--- src/rtl/card_pkg.sv ---
// Shared types and constants for the card shoe.
package card_pkg;
  typedef logic [3:0] rank_t;

  localparam rank_t RANK_NONE = 4'd0;
  localparam rank_t RANK_ACE  = 4'd1;
  localparam rank_t RANK_KING = 4'd13;
  localparam int    CARDS_PER_RANK = 4;

  typedef enum logic [1:0] {IDLE, SEARCH, REFILL} shoe_state_t;

  function automatic rank_t next_rank(input rank_t r);
    return (r == RANK_KING) ? RANK_ACE : rank_t'(r + 4'd1);
  endfunction
endpackage

--- src/rtl/rank_counter.sv ---
// Wrap-around 1..13 rank counter with synchronous load and advance enable.
module rank_counter
  import card_pkg::*;
(
  input  logic  clock,
  input  logic  load_i,
  input  rank_t load_val_i,
  input  logic  en_i,
  output rank_t q_o
);
  rank_t q_q;

  always_ff @(posedge clock) begin
    if (load_i)    q_q <= load_val_i;
    else if (en_i) q_q <= next_rank(q_q);
  end

  assign q_o = q_q;
endmodule

--- src/rtl/card_shoe.sv ---
// Finite-deck card source: deals ranks without replacement, refills when empty or on request.
module card_shoe
  import card_pkg::*;
#(
  parameter  int NUM_DECKS = 1,
  localparam int LW = $clog2(52*NUM_DECKS+1),
  localparam int CW = $clog2(CARDS_PER_RANK*NUM_DECKS+1)
) (
  input  logic          clock,
  input  logic          reset,
  input  logic          deal_req,
  input  logic          shuffle,
  output rank_t         card,
  output logic          card_valid,
  output logic          busy,
  output logic [LW-1:0] cards_left,
  output logic          reshuffled
);
  localparam logic [CW-1:0] FULL_RANK = CW'(CARDS_PER_RANK*NUM_DECKS);
  localparam logic [LW-1:0] FULL_SHOE = LW'(52*NUM_DECKS);

  shoe_state_t            state_q, state_d;
  logic                   pend_q, pend_d;
  rank_t                  card_q, card_d;
  logic                   valid_q, valid_d;
  logic                   resh_q, resh_d;
  logic [LW-1:0]          left_q, left_d;
  logic [13:1][CW-1:0]    cnt_q, cnt_d;

  rank_t         rng_q, ptr_q, ptr_ld_val, exam_rank;
  logic          ptr_load, ptr_en, take, do_refill, hit;
  logic [CW-1:0] exam_cnt;

  rank_counter u_rng (
    .clock      (clock),
    .load_i     (reset),
    .load_val_i (RANK_ACE),
    .en_i       (1'b1),
    .q_o        (rng_q)
  );

  // An empty shoe deals rng itself after refill; a miss in IDLE resumes at the next rank.
  assign ptr_ld_val = (left_q == '0) ? rng_q : next_rank(rng_q);

  rank_counter u_ptr (
    .clock      (clock),
    .load_i     (reset | ptr_load),
    .load_val_i (reset ? RANK_ACE : ptr_ld_val),
    .en_i       (ptr_en),
    .q_o        (ptr_q)
  );

  // IDLE examines the live rng so an available rank is dealt with single-cycle latency.
  assign exam_rank = (state_q == IDLE) ? rng_q : ptr_q;

  always_comb begin
    exam_cnt = '0;
    for (int r = 1; r <= 13; r++)
      if (exam_rank == rank_t'(r)) exam_cnt = cnt_q[r];
  end

  assign hit = (exam_cnt != '0);

  always_comb begin
    state_d   = state_q;
    pend_d    = pend_q;
    card_d    = card_q;
    valid_d   = 1'b0;
    resh_d    = 1'b0;
    left_d    = left_q;
    cnt_d     = cnt_q;
    ptr_load  = 1'b0;
    ptr_en    = 1'b0;
    take      = 1'b0;
    do_refill = 1'b0;
    unique case (state_q)
      IDLE: begin
        if (shuffle) begin
          state_d   = REFILL;
          do_refill = 1'b1;
        end else if (deal_req) begin
          if (left_q == '0) begin
            state_d   = REFILL;
            pend_d    = 1'b1;
            ptr_load  = 1'b1;
            do_refill = 1'b1;
          end else if (hit) begin
            take = 1'b1;
          end else begin
            state_d  = SEARCH;
            ptr_load = 1'b1;
          end
        end
      end
      SEARCH: begin
        if (shuffle) begin
          state_d   = REFILL;
          pend_d    = 1'b0;
          do_refill = 1'b1;
        end else if (hit) begin
          take = 1'b1;
        end else begin
          ptr_en = 1'b1;
        end
      end
      REFILL: begin
        state_d = IDLE;
        pend_d  = 1'b0;
        take    = pend_q;
      end
      default: state_d = IDLE;
    endcase

    if (take) begin
      state_d = IDLE;
      card_d  = exam_rank;
      valid_d = 1'b1;
      left_d  = left_q - LW'(1);
      for (int r = 1; r <= 13; r++)
        if (exam_rank == rank_t'(r)) cnt_d[r] = cnt_q[r] - CW'(1);
    end

    // Counts are refilled on entry so REFILL can deal a pending request directly.
    if (do_refill) begin
      resh_d = 1'b1;
      left_d = FULL_SHOE;
      for (int r = 1; r <= 13; r++) cnt_d[r] = FULL_RANK;
    end
  end

  always_ff @(posedge clock) begin
    if (reset) begin
      state_q <= IDLE;
      pend_q  <= 1'b0;
      card_q  <= RANK_NONE;
      valid_q <= 1'b0;
      resh_q  <= 1'b0;
      left_q  <= FULL_SHOE;
      for (int r = 1; r <= 13; r++) cnt_q[r] <= FULL_RANK;
    end else begin
      state_q <= state_d;
      pend_q  <= pend_d;
      card_q  <= card_d;
      valid_q <= valid_d;
      resh_q  <= resh_d;
      left_q  <= left_d;
      cnt_q   <= cnt_d;
    end
  end

  assign card       = card_q;
  assign card_valid = valid_q;
  assign busy       = (state_q != IDLE);
  assign cards_left = left_q;
  assign reshuffled = resh_q;
endmodule

--- config.mk ---
export PLATFORM = sky130hd
export DESIGN_NAME = card_shoe
export DESIGN_NICKNAME = d
export VERILOG_FILES = /design/src/rtl/card_pkg.sv /design/src/rtl/rank_counter.sv /design/src/rtl/card_shoe.sv
export SDC_FILE = /design/constraint.sdc
export NUM_CORES = 1
export LEC_CHECK = 0
export ABC_CLOCK_PERIOD_IN_PS = 4200
export BUFFER_PORTS_ARGS = -buffer_cell sky130_fd_sc_hd__buf_2
export CORE_UTILIZATION = 50
export DETAILED_ROUTE_END_ITERATION = 8
export HOLD_SLACK_MARGIN = 0.15
export PLACE_DENSITY = 0.67
export SYNTH_ARGS = -nofsm -noshare
export SYNTH_HDL_FRONTEND = slang
export SYNTH_SLANG_ARGS = --single-unit
--- constraint.sdc ---
create_clock -name clock -period 4.2 [get_ports clock]
set_clock_uncertainty 0.2 [all_clocks]
set_input_delay 0.84 -clock clock [delete_from_list [all_inputs] [get_ports clock]]
set_output_delay 0.84 -clock clock [all_outputs]
set_load 0.05 [all_outputs]
* Yosys cells after proc, flatten, opt, wreduce, memory -nomap -nowiden
Cells that the tools add are included.
** Storage, ports and cells
- Register bits :: 62
- Word-level logic and storage cells :: 135
** Operators by class
- $add $sub $neg :: 16
- Equal/unequal tests :: 23
- Multiplexer cells :: 51
- Bitwise gates (word level) :: 1
- Reductions and logical operators :: 23
** Operators with widths (number)
- $mux 3 :: 13
- $sub 3x1->3 const B :: 13
- $eq 4x4->1 const B :: 8
- $mux 4 :: 7
- $reduce_and 2->1 :: 13
- $mux 1 :: 22
- $eq 4x3->1 const B :: 4
- $mux 2 :: 5
- $add 4x1->4 const B :: 2
- $eq 4x2->1 const B :: 2
- $ne 2x2->1 const B :: 4
- $logic_not 6->1 :: 1
- $pmux 1 s3 :: 2
- $reduce_bool 3->1 :: 2
- $sub 6x1->6 const B :: 1
- $reduce_and 5->1 :: 1
- $eq 4x1->1 const B :: 1
- $ne 4x4->1 const B :: 1
- $pmux 2 s2 :: 1
- $reduce_bool 2->1 :: 2
- $reduce_or 2->1 :: 2
- $ne 3x3->1 const B :: 1
- $reduce_and 3->1 :: 1
- $eq 2x1->1 const B :: 1
- other kinds (4) :: 4

* Logic depth before layout (Yosys ltp)
Gate-level depths: netlist of run 1.
- Depth in word-level cells :: 24
- Mapped depth :: 13
- Gate-level depth less buffers :: 10

* By module
From an unflattened synthesis of run 1, not the netlist that was laid out.
** Second synthesis, totals
- Cells, all modules :: 466
- Area, all modules :: 3878.7 um2
** By module, submodules not included
- card_shoe :: instances 1, cells an instance 422, area each 3425.8 um2, sequential area each 1081.0 um2
- rank_counter :: instances 2, cells an instance 22, area each 226.5 um2, sequential area each 120.1 um2

* Worst setup path after synthesis of run 1
Ideal clock, no wire load.
- Kind :: register to register
- From :: register state_q[0]
- To :: register u_ptr.q_q[3], in the netlist u_ptr.q_o[3] (data pin)
- Setup time :: 260 ps
- Arrival :: 2771 ps
- Path slack :: 969 ps
- Stages on the path, launching flop included :: 12
- Clock period less this slack :: 3231 ps
- Path through :: dfxtp_1 inv_1 ha_1 buf_6 buf_4 o21ai_1 a21oi_1 a22o_1 a31oi_1 nor2_1 o21ai_1 mux2_2
** On the way
- Word-level cells in the longest chain between the ends :: 24
- Elaborated cells between the ends (all ways) :: 36
- Those cells by class :: eq/ne (13); mux (20); bitwise (1); reduce/logical (2)
** Ends and longest elaborated chain
- start: declaration :: RTL line card_shoe.sv:22 : shoe_state_t state_q, state_d;
- start signal: assignment :: RTL line card_shoe.sv:141 : state_q <= state_d;
- $logic_not 2->1 (*) :: RTL line card_shoe.sv:54, card_shoe.sv:76
- $mux 4 :: RTL line card_shoe.sv:54 : assign exam_rank = (state_q == IDLE) ? rng_q : ptr_q;
- $eq 4x1->1 :: RTL line card_shoe.sv:59 : if (exam_rank == rank_t'(r)) exam_cnt = cnt_q[r];
- $mux 3 (13 in a row) :: RTL line card_shoe.sv:59
- $reduce_bool 3->1 :: RTL line card_shoe.sv:62 : assign hit = (exam_cnt != '0);
- $mux 1 :: RTL line card_shoe.sv:87 : end else if (hit) begin
- $mux 1 :: RTL line card_shoe.sv:82 : if (left_q == '0) begin
- $mux 1 :: RTL line card_shoe.sv:81 : end else if (deal_req) begin
- $mux 1 :: RTL line card_shoe.sv:78 : if (shuffle) begin
- $mux 1 (*) :: RTL line card_shoe.sv:76 : unique case (state_q)
- $or 1x1->1 (*) :: RTL line card_shoe.sv:47 : .load_i (reset | ptr_load),
- $mux 4 (*) :: RTL line rank_counter.sv:14 : if (load_i) q_q <= load_val_i;
- end signal: assignment :: RTL line rank_counter.sv:14
- end signal: assignment :: RTL line rank_counter.sv:15 : else if (en_i) q_q <= next_rank(q_q);
- end: declaration :: RTL line rank_counter.sv:11 : rank_t q_q;
Every way passes the cells marked *; elsewhere a longest branch is shown, timed or not.
A chain may end at the register's enable or synchronous reset.

* Worst setup path in the final report of run 1
- From :: register state_q[1]
- To :: register state_q[0]
** On the way
- Word-level cells in the longest chain between the ends :: 23
- Elaborated cells between the ends (all ways) :: 43
- Those cells by class :: eq/ne (18); mux (21); reduce/logical (4)
** Ends and longest elaborated chain (RTL line)
- $logic_not 2->1 :: card_shoe.sv:54, card_shoe.sv:76
- $mux 4 :: card_shoe.sv:54
- $eq 4x1->1 :: card_shoe.sv:59
- $mux 3 (13 in a row) :: card_shoe.sv:59
- $reduce_bool 3->1 :: card_shoe.sv:62
- $mux 1 :: card_shoe.sv:87, card_shoe.sv:100
- $mux 1 :: card_shoe.sv:82
- $mux 1 :: card_shoe.sv:81
- $mux 1 :: card_shoe.sv:78
- $pmux 1 s3 :: card_shoe.sv:76
- $reduce_or 2->1 (no source line)
Parallel ways exist; a longest one is shown, timed or not.

==> reports/qor.tcl, run 1 <==
set qor(port-buffer-count) 16
set qor(dr_drc_count) 0
set qor(antenna_found_initial) 0
set qor(hp-class) {flop to flop}
set qor(cp_slowest_cell) {sky130_fd_sc_hd__or4_1}
set qor(critPathRequiredTime_ns) 4.25
set qor(routed_via_density) 6.04
set qor(coreArea_um2) 7410
set qor(min_delay_path_depth) 2
set qor(synth_sequential_area_ratio_pct) 32.6
set qor(cts_tree) {built}
set qor(yosysWarnings) 0
set qor(synth.avg_cell_area_um2) 7.96
set qor(clock_power_share_pct) 20.1
set qor(areaGrowthSynthToFinish_pct) 10.2
set qor(seq_power_share_pct) 28.4
set qor(startpoint_type) {flop}
set qor(achievable-frequency_mhz) 264
set qor(cts_resized) 0
set qor(grt_setup_unrepaired) {false}
set qor(total_nets_after_synthesis) 516
set qor(core.rowCount) 31
set qor(postSynth.topFlopCell) {sky130_fd_sc_hd__dfxtp_1}
set qor(drive_gt1_share_pct) 12.6
set qor(slew-limit-headroom_pct) 52.5
set qor(clk_latency_ns) 0.35
set qor(avgRoutedWirePerCell_um) 16.5
set qor(p_leak_nw) 1.66
set qor(edff_count_synth) 4
set qor(design.portCount) 17
set qor(post-dp-hpwl_um) 6960
set qor(max_stage_delay_ns) 0.49
set qor(cts.reportedPaths.clkPinSlew_ns) 0.07
set qor(switchingPower_mw) 1.25
set qor(synth_top_cell_by_area) {sky130_fd_sc_hd__dfxtp_1}
set qor(timing.final.max_slew_violations) 0
set qor(p_total_mw) 2.73
set qor(drt-total-wl_um) 10000
set qor(drt-pass1-iter-count) 5
set qor(htreeDepth) 3
set qor(clock_tree.buffer_depth) 2
set qor(synth_seq_cells) 62
set qor(comb_power_share_pct) 51.6
set qor(report.final.hold_viol_count) 0
set qor(finalSetupViolCount) 0
set qor(design.final.nets) 526
set qor(insertedDiodeCount) 0
set qor(hold-worst-slack_ns) 0.260
set qor(cell_by_cell_trace_of_the_critical_path) {inv_1, ha_1, buf_4, mux2i_2, a21oi_1, o221a_1, o22ai_1, a31oi_1, o211a_1, or4_1, a2111oi_2}
set qor(dpl.cell_count) 591
set qor(globalRouteTotalUtil_pct) 25.6
set qor(numClockSinks) 62
set qor(period_share_pct) 90.2
set qor(final.min_clock_period_ns) 3.79
set qor(dieArea_um2) 8210
set qor(syn-instance-count) 493
set qor(die_w_um) 90.6
set qor(grt-ovfl-total) 0
set qor(crit_family) {compound AO/OA/AOI/OAI gates}
set qor(ant_nets) 0
set qor(layout_common_cells) {sky130_fd_sc_hd__dfxtp_1, sky130_fd_sc_hd__nand2_1, sky130_fd_sc_hd__nor2_1, sky130_fd_sc_hd__a21oi_1, sky130_fd_sc_hd__mux2i_1}
set qor(cp_max_fo) 15
set qor(count_of_cells_along_the_worst_register_to_register_path) 11
set qor(drtIter0Drc) 289
set qor(critical_path_depth) 11
set qor(sw_frac_of_total_pct) 45.9
set qor(synth_async_sr_flop_share_pct) 0
set qor(instances_no_fill) 607
set qor(grt_max_degree) 36
set qor(critical_path.endpoint_type) {flop}
set qor(synth_top_cell_area_share_pct) 29.6
set qor(worst-endpoint-arrival_ns) 3.83
set qor(status) {completed}
set qor(cts-buffers-inserted) 9
set qor(syn_area_um2) 3930
set qor(worst_ir_drop_vdd_mv) 0.250
set qor(p_int_mw) 1.48
set qor(cts-hold-fix-buffers) 0
set qor(clockRootBuffer) {sky130_fd_sc_hd__clkbuf_8}
set qor(setup.worst_path.class) {flop to flop}
set qor(cp.buffers_inverters) 2
set qor(max_slew.worst_pin.slew_ns) 0.712
set qor(die_height_um) 90.6
set qor(gp_congestion) 0.901
set qor(post_cts_setup_repair_bufs) 0
set qor(wire_length_of_the_first_global_routing_pass_um) 16700
set qor(synthDistinctLibCells) 58
set qor(power-per-cell-area_nw_per_um2) 632
set qor(finalSetupTns_ns) 0
set qor(floorplan.initialDensity_pct) 53.0
set qor(synth_area_leaders) {sky130_fd_sc_hd__dfxtp_1, sky130_fd_sc_hd__mux2i_1, sky130_fd_sc_hd__ha_1}
set qor(via_count) 3665
set qor(max_cap_viol_count) 0
set qor(grt_pass1_vias) 3408
set qor(layout_commonest_cell) {sky130_fd_sc_hd__dfxtp_1}
metal layers:
layer	routed length [um]	up-vias	track usage, %
li1	-	1789	-
met1	4550	1757	32.9
met2	4820	97	41.2
met3	425	22	5.05
met4	215	0	11.6
met5	0	-	0
cell type report:
| cell class | count | area, um2 |
|---|---|---|
| clock buffer | 13 | 159 |
| clock inverter | 3 | 41.3 |
| fill | 696 | 3080 |
| inverter | 34 | 128 |
| multi-input combinational | 364 | 2380 |
| sequential | 62 | 1280 |
| tap | 99 | 124 |
| timing repair buffer | 32 | 213 |
cells in the mapped netlist, drive strengths merged, types with 2 or more instances:
| library cell | count |
|---|---|
| dfxtp | 58 |
| nand2 | 50 |
| a21oi | 41 |
| nor2 | 41 |
| mux2i | 38 |
| inv | 34 |
| a211oi | 23 |
| clkbuf | 23 |
| o21ai | 22 |
| ha | 19 |
| nand3 | 19 |
| nor3 | 19 |
| and2 | 14 |
| buf | 10 |
| o211ai | 10 |
| nand2b | 6 |
| mux2 | 5 |
| o211a | 5 |
| a31oi | 4 |
| edfxtp | 4 |
| a2111oi | 3 |
| o21a | 3 |
| o22ai | 3 |
| or2 | 3 |
| a32oi | 2 |
| nand3b | 2 |
| nand4 | 2 |
| nor2b | 2 |
| nor3b | 2 |
| nor4 | 2 |
| o21bai | 2 |
| o221ai | 2 |
| o32a | 2 |
| or3 | 2 |
| or3b | 2 |
| or4 | 2 |
worst paths after layout:
kind | from | to | slack (ns)
worst min-delay path | cnt_q[3] | cnt_q[3] | 0.26
worst max register to register | state_q[1] | state_q[0] | 0.41
worst max-delay path | state_q[1] | state_q[0] | 0.41
worst min register to register | cnt_q[3] | cnt_q[3] | 0.26
through the flow:
step / instance area (um2) / util, % / worst slack, ns
6_report: 4330 / 58.4 / 0.413
4_1_cts: 4330 / 58.4 / 0.482
3_3_place_gp: 4130 / 55.7 / 0.558
2_1_floorplan: 3930 / - / 0.969
3_5_place_dp: 4130 / 55.7 / 0.488
5_1_grt: 4330 / 58.4 / 0.0858
power groups by stage:
stage / logic, mW / clock network (mW) / registers [mW]
after floorplan: 0.951 / 0 / 0.873
after global placement: 1.37 / 0 / 0.783
after detailed placement: 1.38 / 0 / 0.786
after CTS: 1.39 / 0.555 / 0.774
after global routing: 1.54 / 0.576 / 0.788
final: 1.41 / 0.548 / 0.775
state kept, by name, indices dropped and copies added (netlist names):
name	flops
card_valid	1
cards_left	6
reshuffled	1
card	4
pend_q	1
state_q	2
cnt_q	39
u_rng.q_o	4
u_ptr.q_o	4
worst register-to-register path, delay by kind of cell, from the launching register on:
family / cells / cell delay, ns
muxes: 1 / 0.46
buffers and inverters: 2 / 0.40
DFF: 1 / 0.33
and+or+nand+nor: 1 / 0.49
adders and majority gates: 1 / 0.40
AOI/OAI and AO/OA: 6 / 1.42
kinds of logic after synthesis:
| group | share of synthesized area (%) |
|---|---|
| buffers and inverters | 6.95 |
| AND/OR/NAND/NOR | 20.5 |
| AO/OA/AOI/OAI | 22.5 |
| flip-flops | 32.6 |
| adder cells (fa/ha/maj) | 6.05 |
| multiplexers | 11.3 |
Note: power is estimated with default switching activity, not from simulation.
==> inputs of run 2 (changes only) <==
RECOVER_POWER = 25   (was default)
SLEW_MARGIN = 0   (was default)
==> run 2 against run 1 <==
Against the previous run: sequential share of layout area rose by 0.11 points; global-route usage is the same; maximum frequency is essentially flat; register-to-register slack is essentially flat; final cell count is the same; critical path type unchanged; critical endpoint unchanged; largest power group unchanged; highest routed layer unchanged.
==> reports/qor.tcl, run 2 (synthesis results as in run 1) <==
set qor(max_cap_viol_count) 0 ;# unchanged
set qor(setup.worst_path.class) {flop to flop}
set qor(ant_nets) 0 ;# unchanged
set qor(rr_startpoint) {state_q[1]}
set qor(sw_frac_of_total_pct) 46.1 ;# +0.24 points
set qor(timing.final.max_slew_violations) 0 ;# unchanged
set qor(via_count) 3668 ;# +0.082%
set qor(die_height_um) 90.6 ;# unchanged
set qor(grt_max_degree) 36 ;# unchanged
set qor(layout_common_cells) {sky130_fd_sc_hd__dfxtp_1, sky130_fd_sc_hd__nand2_1, sky130_fd_sc_hd__nor2_1, sky130_fd_sc_hd__a21oi_1, sky130_fd_sc_hd__mux2i_1}
set qor(htreeDepth) 3 ;# unchanged
set qor(worst-endpoint-arrival_ns) 3.83 ;# about the same
set qor(count_of_cells_along_the_worst_register_to_register_path) 11 ;# unchanged
set qor(startpoint_type) {flop}
set qor(routed_via_density) 6.04 ;# about the same
set qor(design.portCount) 17 ;# unchanged
set qor(floorplan.initialDensity_pct) 53.0 ;# unchanged
set qor(die_w_um) 90.6 ;# unchanged
set qor(drt-total-wl_um) 10000 ;# about the same
set qor(slew-limit-headroom_pct) 52.4 ;# -0.098 points
set qor(p_leak_nw) 1.62 ;# -2.7%
set qor(critical_path.endpoint_type) {flop}
set qor(design.final.nets) 526 ;# unchanged
set qor(core.rowCount) 31 ;# unchanged
set qor(insertedDiodeCount) 0 ;# unchanged
set qor(period_share_pct) 90.2 ;# about the same
set qor(cp_max_fo) 15 ;# unchanged
set qor(power-per-cell-area_nw_per_um2) 632 ;# about the same
set qor(largest-register) {cnt_q}
set qor(final.min_clock_period_ns) 3.79 ;# +0.000156 ns
set qor(cell_by_cell_trace_of_the_critical_path) {inv_1, ha_1, buf_4, mux2i_2, a21oi_1, o221a_1, o22ai_1, a31oi_1, o211a_1, or4_1, a2111oi_2}
set qor(cts_resized) 0 ;# unchanged
set qor(cts_tree) {built}
set qor(instances_no_fill) 607 ;# unchanged
set qor(critPathRequiredTime_ns) 4.25 ;# about the same
set qor(grt-ovfl-total) 0 ;# unchanged
set qor(cts-buffers-inserted) 9 ;# unchanged
set qor(dr_drc_count) 0 ;# unchanged
set qor(clk_latency_ns) 0.35 ;# about the same
set qor(crit-reg2reg-capture) {state_q[0]}
set qor(antenna_found_initial) 0 ;# unchanged
set qor(drtIter0Drc) 289 ;# unchanged
set qor(seq_power_share_pct) 28.5 ;# about the same
set qor(drt-met1-wl_um) 4580 ;# +0.66%
set qor(globalRouteTotalUtil_pct) 25.6 ;# unchanged
set qor(cts-hold-fix-buffers) 0 ;# unchanged
set qor(met2_length_um) 4820 ;# +0.12%
set qor(worst-r2r-setup-slack_ns) 0.41 ;# about the same
set qor(numClockSinks) 62 ;# unchanged
set qor(finalSetupTns_ns) 0 ;# unchanged
set qor(setup.worst_path.end) {state_q[0]}
set qor(drive_gt1_share_pct) 10.0 ;# -2.6 points
set qor(report.final.hold_viol_count) 0 ;# unchanged
set qor(max_slew.worst_pin.slew_ns) 0.714 ;# +0.00148 ns
set qor(status) {completed}
set qor(flip_flop_count_of_the_largest_register_after_layout) 39 ;# unchanged
set qor(achievable-frequency_mhz) 264 ;# about the same
set qor(dieArea_um2) 8210 ;# unchanged
set qor(hp-class) {flop to flop}
set qor(post-dp-hpwl_um) 6960 ;# unchanged
set qor(gp_congestion) 0.901 ;# unchanged
set qor(routed.top_layer) {met4}
set qor(clockRootBuffer) {sky130_fd_sc_hd__clkbuf_8}
set qor(grt_pass1_vias) 3408 ;# unchanged
set qor(comb_power_share_pct) 51.4 ;# -0.2 points
set qor(post_cts_setup_repair_bufs) 0 ;# unchanged
set qor(switchingPower_mw) 1.26 ;# +0.16%
set qor(fill_cells) 705 ;# +1.3%
set qor(clock_power_share_pct) 20.1 ;# about the same
set qor(wire_length_of_the_first_global_routing_pass_um) 16700 ;# unchanged
set qor(clock_tree.buffer_depth) 2 ;# unchanged
set qor(final_design_area_no_fill_um2) 4310 ;# -0.38%
set qor(cts.reportedPaths.clkPinSlew_ns) 0.07 ;# about the same
set qor(finalSetupViolCount) 0 ;# unchanged
set qor(grt_setup_unrepaired) {false}
set qor(max_stage_delay_ns) 0.49 ;# about the same
set qor(startpoint) {state_q[1]}
set qor(layout_commonest_cell) {sky130_fd_sc_hd__dfxtp_1}
set qor(postPlaceCellArea_um2) 4130 ;# unchanged
set qor(worst_ir_drop_vdd_mv) 0.241 ;# -3.3%
set qor(dpl.cell_count) 591 ;# unchanged
set qor(areaGrowthSynthToFinish_pct) 9.75
set qor(wl_met3_um) 402 ;# -5.4%
set qor(drt-pass1-iter-count) 4 ;# -1
set qor(avgRoutedWirePerCell_um) 16.5 ;# about the same
set qor(p_total_mw) 2.72 ;# -0.37%
set qor(cp_slowest_cell) {sky130_fd_sc_hd__or4_1}
set qor(p_int_mw) 1.47 ;# -0.82%
set qor(port-buffer-count) 16 ;# unchanged
set qor(coreArea_um2) 7410 ;# unchanged
## run 2: critical path: cells and delay by family (launching register included)
family                   cells  cell delay, ns
adder cells (fa/ha/maj)      1            0.40
AND/OR/NAND/NOR              1            0.49
flip-flops                   1            0.33
multiplexers                 1            0.46
buffers and inverters        2            0.40
AO/OA/AOI/OAI                6            1.42
## run 2: through the flow
stage               util [%]  hold slack [ns]  setup WS [ns]
finish                  58.2            0.260          0.413
global route            58.2            0.283         0.0858
CTS                     58.4            0.265          0.482
detailed placement      55.7            0.255          0.488
global placement        55.7            0.246          0.558
floorplan                  -            0.238          0.969
## run 2: routing by layer
metal | up-vias | GRT usage (%)
met5 | - | 0
met4 | 0 | 11.6
met3 | 22 | 5.05
met2 | 87 | 41.2
met1 | 1770 | 32.9
li1 | 1789 | -
## run 2: worst min path at each step
stage          slack, ns       from  cells past startpoint   endpoint
6_report            0.26   cnt_q[3]                      2   cnt_q[3]
5_1_grt             0.28   cnt_q[3]                      2   cnt_q[3]
4_1_cts             0.26   cnt_q[3]                      2   cnt_q[3]
3_5_place_dp        0.25   cnt_q[3]                      2   cnt_q[3]
3_3_place_gp        0.25   cnt_q[0]                      2   cnt_q[0]
2_1_floorplan       0.24  cnt_q[15]                      2  cnt_q[15]
## run 2: area by class of cell
class | instances | area [um2] | share of cell area [%]
Clock buffer | 13 | 159 | 3.69
Inverter | 34 | 128 | 2.96
Sequential cell | 62 | 1280 | 29.7
Multi-Input combinational cell | 364 | 2380 | 55.2
Timing Repair Buffer | 32 | 196 | 4.56
Tap cell | 99 | 124 | 2.87
Clock inverter | 3 | 41.3 | 0.958
## run 2: power groups by stage
stage / logic, mW / clock network (mW) / registers, mW
after global placement: 1.37 / 0 / 0.783
after CTS: 1.39 / 0.555 / 0.774
final: 1.40 / 0.547 / 0.777
after global routing: 1.53 / 0.576 / 0.789
after detailed placement: 1.38 / 0 / 0.786
after floorplan: 0.951 / 0 / 0.873
==> inputs of run 3 (changes only) <==
MAX_ROUTING_LAYER = met4   (was default)
==> run 3 against run 2 <==
Against the previous run: routed wire length down 0.49%; clock power up 1%; flip-flop and latch count unchanged; final cell count unchanged; non-clock buffer count unchanged; global-route usage up 0.72 points; utilization unchanged; register-to-register slack about the same; clock-buffer cell count unchanged; maximum frequency about the same; sequential power about the same.
==> reports/qor.tcl, run 3 (synthesis results as in run 1) <==
set qor(dr_drc_count) 0 ;# unchanged
set qor(die_height_um) 90.6 ;# unchanged
set qor(drt-total-wl_um) 9970 ;# -0.49%
set qor(port-buffer-count) 16 ;# unchanged
set qor(critPathRequiredTime_ns) 4.25 ;# about the same
set qor(period_share_pct) 90.2 ;# about the same
set qor(cts_resized) 0 ;# unchanged
set qor(timing.final.max_slew_violations) 0 ;# unchanged
set qor(hold-worst-slack_ns) 0.260 ;# -0.000305 ns
set qor(core.rowCount) 31 ;# unchanged
set qor(final.min_clock_period_ns) 3.79 ;# -0.000811 ns
set qor(globalRoute.busiestLayer) {met2}
set qor(post_cts_setup_repair_bufs) 0 ;# unchanged
set qor(grt_util_met3_pct) 5.05 ;# unchanged
set qor(rr_startpoint) {state_q[1]}
set qor(status) {completed}
set qor(crit-reg2reg-capture) {state_q[0]}
set qor(hp-class) {flop to flop}
set qor(cts_tree) {built}
set qor(via_count) 3692 ;# +0.65%
set qor(gp_congestion) 0.917 ;# +1.7%
set qor(p_leak_nw) 1.62 ;# unchanged
set qor(ant_nets) 0 ;# unchanged
set qor(min_delay_path_depth) 2 ;# unchanged
set qor(wire_length_of_the_first_global_routing_pass_um) 16700 ;# about the same
set qor(setup.worst_path.class) {flop to flop}
set qor(grt_setup_unrepaired) {false}
set qor(drtIter0Drc) 313 ;# +8.3%
set qor(insertedDiodeCount) 0 ;# unchanged
set qor(dieArea_um2) 8210 ;# unchanged
set qor(achievable-frequency_mhz) 264 ;# about the same
set qor(htreeDepth) 3 ;# unchanged
set qor(worst_ir_drop_vdd_mv) 0.243 ;# +0.63%
set qor(worst-endpoint-arrival_ns) 3.84 ;# about the same
set qor(layout_common_cells) {sky130_fd_sc_hd__dfxtp_1, sky130_fd_sc_hd__nand2_1, sky130_fd_sc_hd__nor2_1, sky130_fd_sc_hd__a21oi_1, sky130_fd_sc_hd__mux2i_1}
set qor(cp_max_fo) 15 ;# unchanged
set qor(grt_met2_usage_pct) 41.3 ;# +0.063 points
set qor(grt_max_degree) 36 ;# unchanged
set qor(min-delay-start) {cnt_q[3]}
set qor(post-dp-hpwl_um) 6960 ;# unchanged
set qor(numClockSinks) 62 ;# unchanged
set qor(power-per-cell-area_nw_per_um2) 634 ;# +0.33%
set qor(grt-ovfl-total) 0 ;# unchanged
set qor(finalSetupViolCount) 0 ;# unchanged
set qor(clock_tree.buffer_depth) 2 ;# unchanged
set qor(coreArea_um2) 7410 ;# unchanged
set qor(cts-buffers-inserted) 9 ;# unchanged
set qor(critical_path.endpoint_type) {flop}
set qor(routed_via_density) 6.08 ;# +0.65%
set qor(max_slew.worst_pin.slew_ns) 0.714 ;# +0.000664 ns
set qor(drive_gt1_share_pct) 10.0 ;# unchanged
set qor(die_w_um) 90.6 ;# unchanged
set qor(grt_pass1_vias) 3410 ;# +0.059%
set qor(antenna_found_initial) 0 ;# unchanged
set qor(layout_commonest_cell) {sky130_fd_sc_hd__dfxtp_1}
set qor(floorplan.initialDensity_pct) 53.0 ;# unchanged
set qor(drt-pass1-iter-count) 5 ;# +1
set qor(clk_latency_ns) 0.35 ;# about the same
set qor(whs_endpoint) {cnt_q[3]}
set qor(globalRouteTotalUtil_pct) 26.3 ;# +0.72 points
set qor(worst-r2r-setup-slack_ns) 0.41 ;# about the same
set qor(largest-register) {cnt_q}
set qor(startpoint_type) {flop}
set qor(finalSetupTns_ns) 0 ;# unchanged
set qor(report.final.hold_viol_count) 0 ;# unchanged
set qor(design.portCount) 17 ;# unchanged
set qor(areaGrowthSynthToFinish_pct) 9.75 ;# unchanged
set qor(clockRootBuffer) {sky130_fd_sc_hd__clkbuf_8}
set qor(count_of_cells_along_the_worst_register_to_register_path) 11 ;# unchanged
set qor(flip_flop_count_of_the_largest_register_after_layout) 39 ;# unchanged
set qor(max_cap_viol_count) 0 ;# unchanged
set qor(globalRouteMet1Util_pct) 32.8 ;# -0.10 points
set qor(cts-hold-fix-buffers) 0 ;# unchanged
set qor(design.final.nets) 526 ;# unchanged
set qor(slew-limit-headroom_pct) 52.4 ;# about the same
set qor(cts.reportedPaths.clkPinSlew_ns) 0.07 ;# about the same
set qor(avgRoutedWirePerCell_um) 16.4 ;# -0.49%
[run 3: cell counts in the layout (fill, tap and decap cells not counted)]
No cell type changed its count.
[run 3: layer usage]
metal / part of all wire, % / routed length (um) / up-vias
li1: - / - / 1788
met1: 46 / 4570 / 1772
met2: 47 / 4700 / 112
met3: 5.0 / 494 / 20
met4: 2.0 / 201 / 0
met5: 0 / 0 / -
[run 3: area by class of cell]
cell class                      count  area (um2)
Clock buffer                       13         159
Clock inverter                      3        41.3
Timing Repair Buffer               32         196
Multi-Input combinational cell    364        2380
Tap cell                           99         124
Sequential cell                    62        1280
Fill cell                         705        3100
Inverter                           34         128
[run 3: worst max path at each step]
stage | to | from | depth (start not counted) | slack, ns
6_report | state_q[0] | state_q[1] | 11 | 0.41
5_1_grt | state_q[1] | state_q[0] | 12 | 0.09
4_1_cts | state_q[0] | state_q[1] | 11 | 0.48
3_5_place_dp | u_ptr.q_o[3] | state_q[0] | 11 | 0.49
3_3_place_gp | card[0] | state_q[1] | 12 | 0.56
2_1_floorplan | u_ptr.q_o[3] | state_q[0] | 11 | 0.97
[run 3: worst max-delay path, cell delays in order (launching register included)]
cell	delay, ns
sky130_fd_sc_hd__dfxtp_1	0.33
sky130_fd_sc_hd__inv_1	0.12
sky130_fd_sc_hd__ha_1	0.40
sky130_fd_sc_hd__buf_4	0.28
sky130_fd_sc_hd__mux2i_2	0.45
sky130_fd_sc_hd__a21oi_1	0.14
sky130_fd_sc_hd__o221a_1	0.24
sky130_fd_sc_hd__o22ai_1	0.16
sky130_fd_sc_hd__a31oi_1	0.21
sky130_fd_sc_hd__o211a_1	0.31
sky130_fd_sc_hd__or4_1	0.49
sky130_fd_sc_hd__a2111oi_2	0.36
[run 3: report_power, final]
part	switching, mW	internal [mW]	leakage (nW)
clock network	0.247	0.307	0.104
registers	0.0917	0.685	0.510
logic	0.926	0.476	1.00
[run 3: stage by stage]
step	cells	setup WS [ns]	util [%]	instance area, um2	power (mW)
after CTS	607	0.482	58.4	4330	2.72
after floorplan	493	0.969	-	3930	1.82
after global routing	607	0.0858	58.2	4310	2.89
after global placement	591	0.558	55.7	4130	2.15
final	607	0.414	58.2	4310	2.73
after detailed placement	591	0.488	55.7	4130	2.17
